File: src/rtl/dmem_resp.sv
// Word-organised data memory with a four-state access FSM: load, word store,
// and read-merge-write byte store, plus a one-cycle completion pulse with fault flag.
module dmem_resp #(
  parameter int DEPTH = 64
) (
  input  logic        clk,
  input  logic        reset_n,
  input  logic        req,
  input  logic        we,
  input  logic        sb,
  input  logic [31:0] addr,
  input  logic [31:0] wdata,
  output logic        ready,
  output logic [31:0] rdata,
  output logic        err
);

  localparam int AW = (DEPTH > 1) ? $clog2(DEPTH) : 1;

  localparam logic [1:0] IDLE   = 2'd0;
  localparam logic [1:0] ACCESS = 2'd1;
  localparam logic [1:0] MERGE  = 2'd2;
  localparam logic [1:0] RESP   = 2'd3;

  logic [1:0]    state;
  logic          we_q;
  logic          sb_q;
  logic [31:0]   addr_q;
  logic [31:0]   wdata_q;
  logic [31:0]   merge_q;
  logic [31:0]   mem [DEPTH];
  logic [AW-1:0] idx;
  logic          fault;

  // Replace one little-endian byte lane of a word, keeping the other three.
  function automatic logic [31:0] merge_lane(input logic [31:0] word,
                                             input logic [1:0]  lane,
                                             input logic [7:0]  b);
    logic [31:0] r;
    r = word;
    case (lane)
      2'd0:    r[7:0]   = b;
      2'd1:    r[15:8]  = b;
      2'd2:    r[23:16] = b;
      default: r[31:24] = b;
    endcase
    return r;
  endfunction

  assign idx   = addr_q[AW+1:2];
  assign fault = (addr_q[31:2] >= 30'(DEPTH)) ||
                 ((addr_q[1:0] != 2'b00) && (!we_q || !sb_q));
  assign ready = (state == RESP);

  always_ff @(posedge clk or negedge reset_n) begin
    if (!reset_n) begin
      state   <= IDLE;
      we_q    <= 1'b0;
      sb_q    <= 1'b0;
      addr_q  <= '0;
      wdata_q <= '0;
      merge_q <= '0;
      rdata   <= '0;
      err     <= 1'b0;
    end else begin
      case (state)
        IDLE: begin
          if (req) begin
            we_q    <= we;
            sb_q    <= sb;
            addr_q  <= addr;
            wdata_q <= wdata;
            state   <= ACCESS;
          end
        end
        ACCESS: begin
          if (fault) begin
            err   <= 1'b1;
            state <= RESP;
          end else if (!we_q) begin
            rdata <= mem[idx];
            state <= RESP;
          end else if (!sb_q) begin
            state <= RESP;
          end else begin
            merge_q <= mem[idx];
            state   <= MERGE;
          end
        end
        MERGE:   state <= RESP;
        default: begin
          err   <= 1'b0;
          state <= IDLE;
        end
      endcase
    end
  end

  // Array has no reset; writes are gated by state, which reset forces to IDLE at once.
  always_ff @(posedge clk) begin
    if (state == ACCESS && !fault && we_q && !sb_q)
      mem[idx] <= wdata_q;
    else if (state == MERGE)
      mem[idx] <= merge_lane(merge_q, addr_q[1:0], wdata_q[7:0]);
  end

endmodule

File: config.mk
export PLATFORM = sky130hd
export DESIGN_NAME = dmem_resp
export DESIGN_NICKNAME = d
export VERILOG_FILES = /design/src/rtl/dmem_resp.sv
export SDC_FILE = /design/constraint.sdc
export NUM_CORES = 2
export LEC_CHECK = 0
export CORE_UTILIZATION = 25
export CTS_BUF_LIST = sky130_fd_sc_hd__clkbuf_2 sky130_fd_sc_hd__clkbuf_4 sky130_fd_sc_hd__clkbuf_8
export DETAILED_ROUTE_END_ITERATION = 8
export PLACE_DENSITY_LB_ADDON = 0.25
export SLEW_MARGIN = 20
export SYNTH_ARGS = -nofsm -noshare
export SYNTH_HDL_FRONTEND = slang
export SYNTH_SLANG_ARGS = --single-unit
File: constraint.sdc
create_clock -name clk -period 11.06 [get_ports clk]
set_input_delay 1.106 -clock clk [delete_from_list [all_inputs] [get_ports clk]]
set_output_delay 1.106 -clock clk [all_outputs]
set_load 0.01 [all_outputs]
==> impl_metrics.py <==
metrics = {
    "floorplanning": {
        "start_util_pct": 25.1,
        "die_area_um2": 337000,
        "core.rowCount": 212,
        "design.core.area_um2": 333000,
        "die_w_um": 580,
        "io_pins": 103,
        "dieHeight_um": 580,
    },
    "yosys": {
        "yosysMostFrequentCell": "edfxtp_1",
        "ys_seq_elements": 2181,
        "synth_nets": 4783,
        "yosys_warnings": 0,
        "ys_async_sr_fraction_pct": 6.10,
        "synth_edf_count": 2048,
        "synthDistinctLibCells": 58,
        "synth_common_cells": "edfxtp_1 (2048), mux2i_1 (652), o22ai_1 (371)",
        "syn_inst": 4710,
        "netlist_area_um2": 83600,
        "synth-seq-area-share_pct": 77.5,
        "avgSynthCellArea_um2": 17.8,
        "synth_top_cells_by_area": "edfxtp_1 (74%), mux2i_1 (7.8%), dfrtp_1 (4.0%)",
        "synth_top_area_share_pct": 73.5,
        "synthFlopType": "edfxtp_1",
        "synth_top_cell_by_area": "edfxtp_1",
    },
    "setup_path": {
        "cp-end-kind": "flop",
        "crit_required_ns": 12.04,
        "cp-start-kind": "flop",
        "worstSetupPathType": "reg -> reg",
        "crit_arrival_ns": 6.02,
        "crit_fanout": 74,
    },
    "clock_network": {
        "clockRootBuffer": "clkbuf_8",
        "cts_num_sinks": 2181,
        "cts_tree": "built",
        "clk_pin_slew_ns": 0.07,
        "clockBufferDepth": 4,
        "ctsHoldBuffers": 1,
        "cts-htree-levels": 5,
        "post_cts_buffers": 0,
        "post_cts_resized": 0,
        "clk_latency_ns": 1.08,
        "cts_buffers": 391,
    },
    "sta": {
        "drv_slew": 0,
        "max-slew-margin-rel_pct": 17.1,
        "hold_slack_ns": 0.502,
        "setup_viol_count_final": 0,
        "hold_violations": 0,
        "rsz0062_at_grt": "no",
        "timing.fmax_ghz": 0.198,
        "setup_slack_ns": 6.02,
        "min_period_over_period_pct": 45.6,
        "finalSetupTns_ns": 0,
        "worstMarginPinSlew_ns": 1.24,
        "period_needed_ns": 5.04,
        "finClkSkew_ns": 0.0890,
    },
    "route": {
        "wirelength_um": 264000,
        "drc_errors": 0,
        "via_per_inst": 4.78,
        "dr.pass1.iters": 6,
        "drtIter0Drc": 3773,
        "wire_per_inst_um": 27.1,
        "vias": 46500,
        "drtAntennaViolNets": 0,
    },
    "layout": {
        "multi_input_area_um2": 18100,
        "fill_cells": 32900,
        "finalCoreUtilization_pct": 29.5,
        "layout.nets": 5110,
        "area_delta_synth_final_pct": 17.5,
        "seq_area_um2": 64800,
        "drive_above_1_share_pct": 18.4,
    },
    "pwr": {
        "p_leak_nw": 32.7,
        "peakVddDrop_v": 0.000178,
        "p_per_area_nw_per_um2": 283,
    },
    "placed_design": {
        "preCtsSetupSlack_ns": 6.05,
        "hpwl_um": 149000,
        "routabilityCongestion": 0.797,
        "io_buffers": 102,
    },
    "global_route": {
        "grt_first_pass_wirelength_um": 367000,
        "global_route.overflow_total": 0,
        "grtUsageTotal_pct": 15.2,
        "grt_antenna_before_repair": 12,
        "grt_pass1_vias": 46500,
        "grt_max_degree": 122,
    },
    "run": {
        "cap_violations": 0,
    },
    "run_status": {
        "status": "finished clean",
    },
    "hold_path": {
        "hp-class": "reg -> reg",
    },
}
==> where the power goes <==
group,switching (mW),total (mW),internal [mW],leakage (nW)
Combinational,6.76,9.35,2.59,8.47
Sequential,0.258,11.3,11.0,20.3
Clock,3.25,7.23,3.97,3.93
==> cell families after synthesis <==
kind of cell / after synthesis / synth area share (%)
adder cells (fa/ha/maj): 4 / 0.0598
AND/OR/NAND/NOR: 335 / 2.04
flip-flops: 2181 / 77.5
buffers and inverters: 331 / 1.83
AO/OA/AOI/OAI: 1121 / 9.57
multiplexers: 738 / 8.99
==> sequential cells by signal, indices dropped and copies added (netlist names), 2 cells and up <==
register	count
mem	2048
addr_q	32
merge_q	32
rdata	32
wdata_q	32
state	2
==> layout make-up <==
class	count	area share [%]
multi-input combinational	2198	18.5
timing repair buffer	258	2.42
clock inverter	126	0.615
tap	4387	5.59
antenna	13	0.0331
clock buffer	553	6.89
inverter	7	0.0318
sequential	2181	66.0
==> critical path: stages, from the launching register on <==
cell	delay [ns]
dfrtp_2	0.39
buf_4	0.35
nor2_4	0.52
buf_4	0.66
buf_4	0.71
buf_4	0.84
a221o_1	0.28
a21oi_1	0.08
o22ai_1	0.69
nor4_2	0.13
a21oi_1	0.17
==> placed cells by master (no fill, tap or decap), types with 5 or more instances in the layout <==
| cell type | n |
|---|---|
| a221oi_1 | 25 |
| buf_4 | 142 |
| nor4_1 | 6 |
| mux2i_1 | 652 |
| or2_2 | 5 |
| mux2_2 | 82 |
| o31ai_1 | 30 |
| buf_12 | 10 |
| o21a_1 | 5 |
| nand2_1 | 46 |
| a221o_1 | 290 |
| a21oi_1 | 211 |
| o21ai_0 | 77 |
| nand2b_1 | 5 |
| inv_1 | 6 |
| nor4_2 | 29 |
| clkdlybuf4s50_1 | 101 |
| dfrtp_1 | 131 |
| o22ai_1 | 369 |
| nor2_4 | 65 |
| nor2_1 | 108 |
| edfxtp_1 | 2048 |
| clkinv_1 | 89 |
| nor2b_1 | 6 |
| diode_2 | 13 |
| clkbuf_8 | 418 |
| a22o_1 | 58 |
| nand3_1 | 31 |
| clkinv_2 | 30 |
| o21ai_4 | 25 |
| clkbuf_4 | 135 |
==> metrics by stage <==
step	std cells	instance area (um^2)	total power, mW
2_1_floorplan	4710	83600	16.8
3_3_place_gp	9024	90700	20.7
3_5_place_dp	9030	90900	20.9
4_1_cts	9710	98200	28.1
6_report	9723	98300	27.8
5_1_grt	9717	98300	28.9
==> worst paths after layout <==
check	end	cells after the start	startpoint	slack (ns)
setup / recovery	merge_q[11]	10	addr_q[2]	6.02
min in group asynchronous	addr_q[18]	2	reset_n	0.53
hold reg to reg	addr_q[27]	1	addr_q[27]	0.50
hold / removal	addr_q[27]	1	addr_q[27]	0.50
setup reg to reg	merge_q[11]	10	addr_q[2]	6.02
max in group asynchronous	wdata_q[16]	4	reset_n	8.49
==> routing by layer <==
layer / up-vias / wire length (um) / GRT usage (%)
met2: 1433 / 128000 / 25.3
li1: 20100 / - / -
met5: - / 0 / 0
met4: 0 / 8470 / 5.37
met1: 24600 / 114000 / 20.1
met3: 404 / 12700 / 2.24
Note: power is estimated with default switching activity, not from simulation.
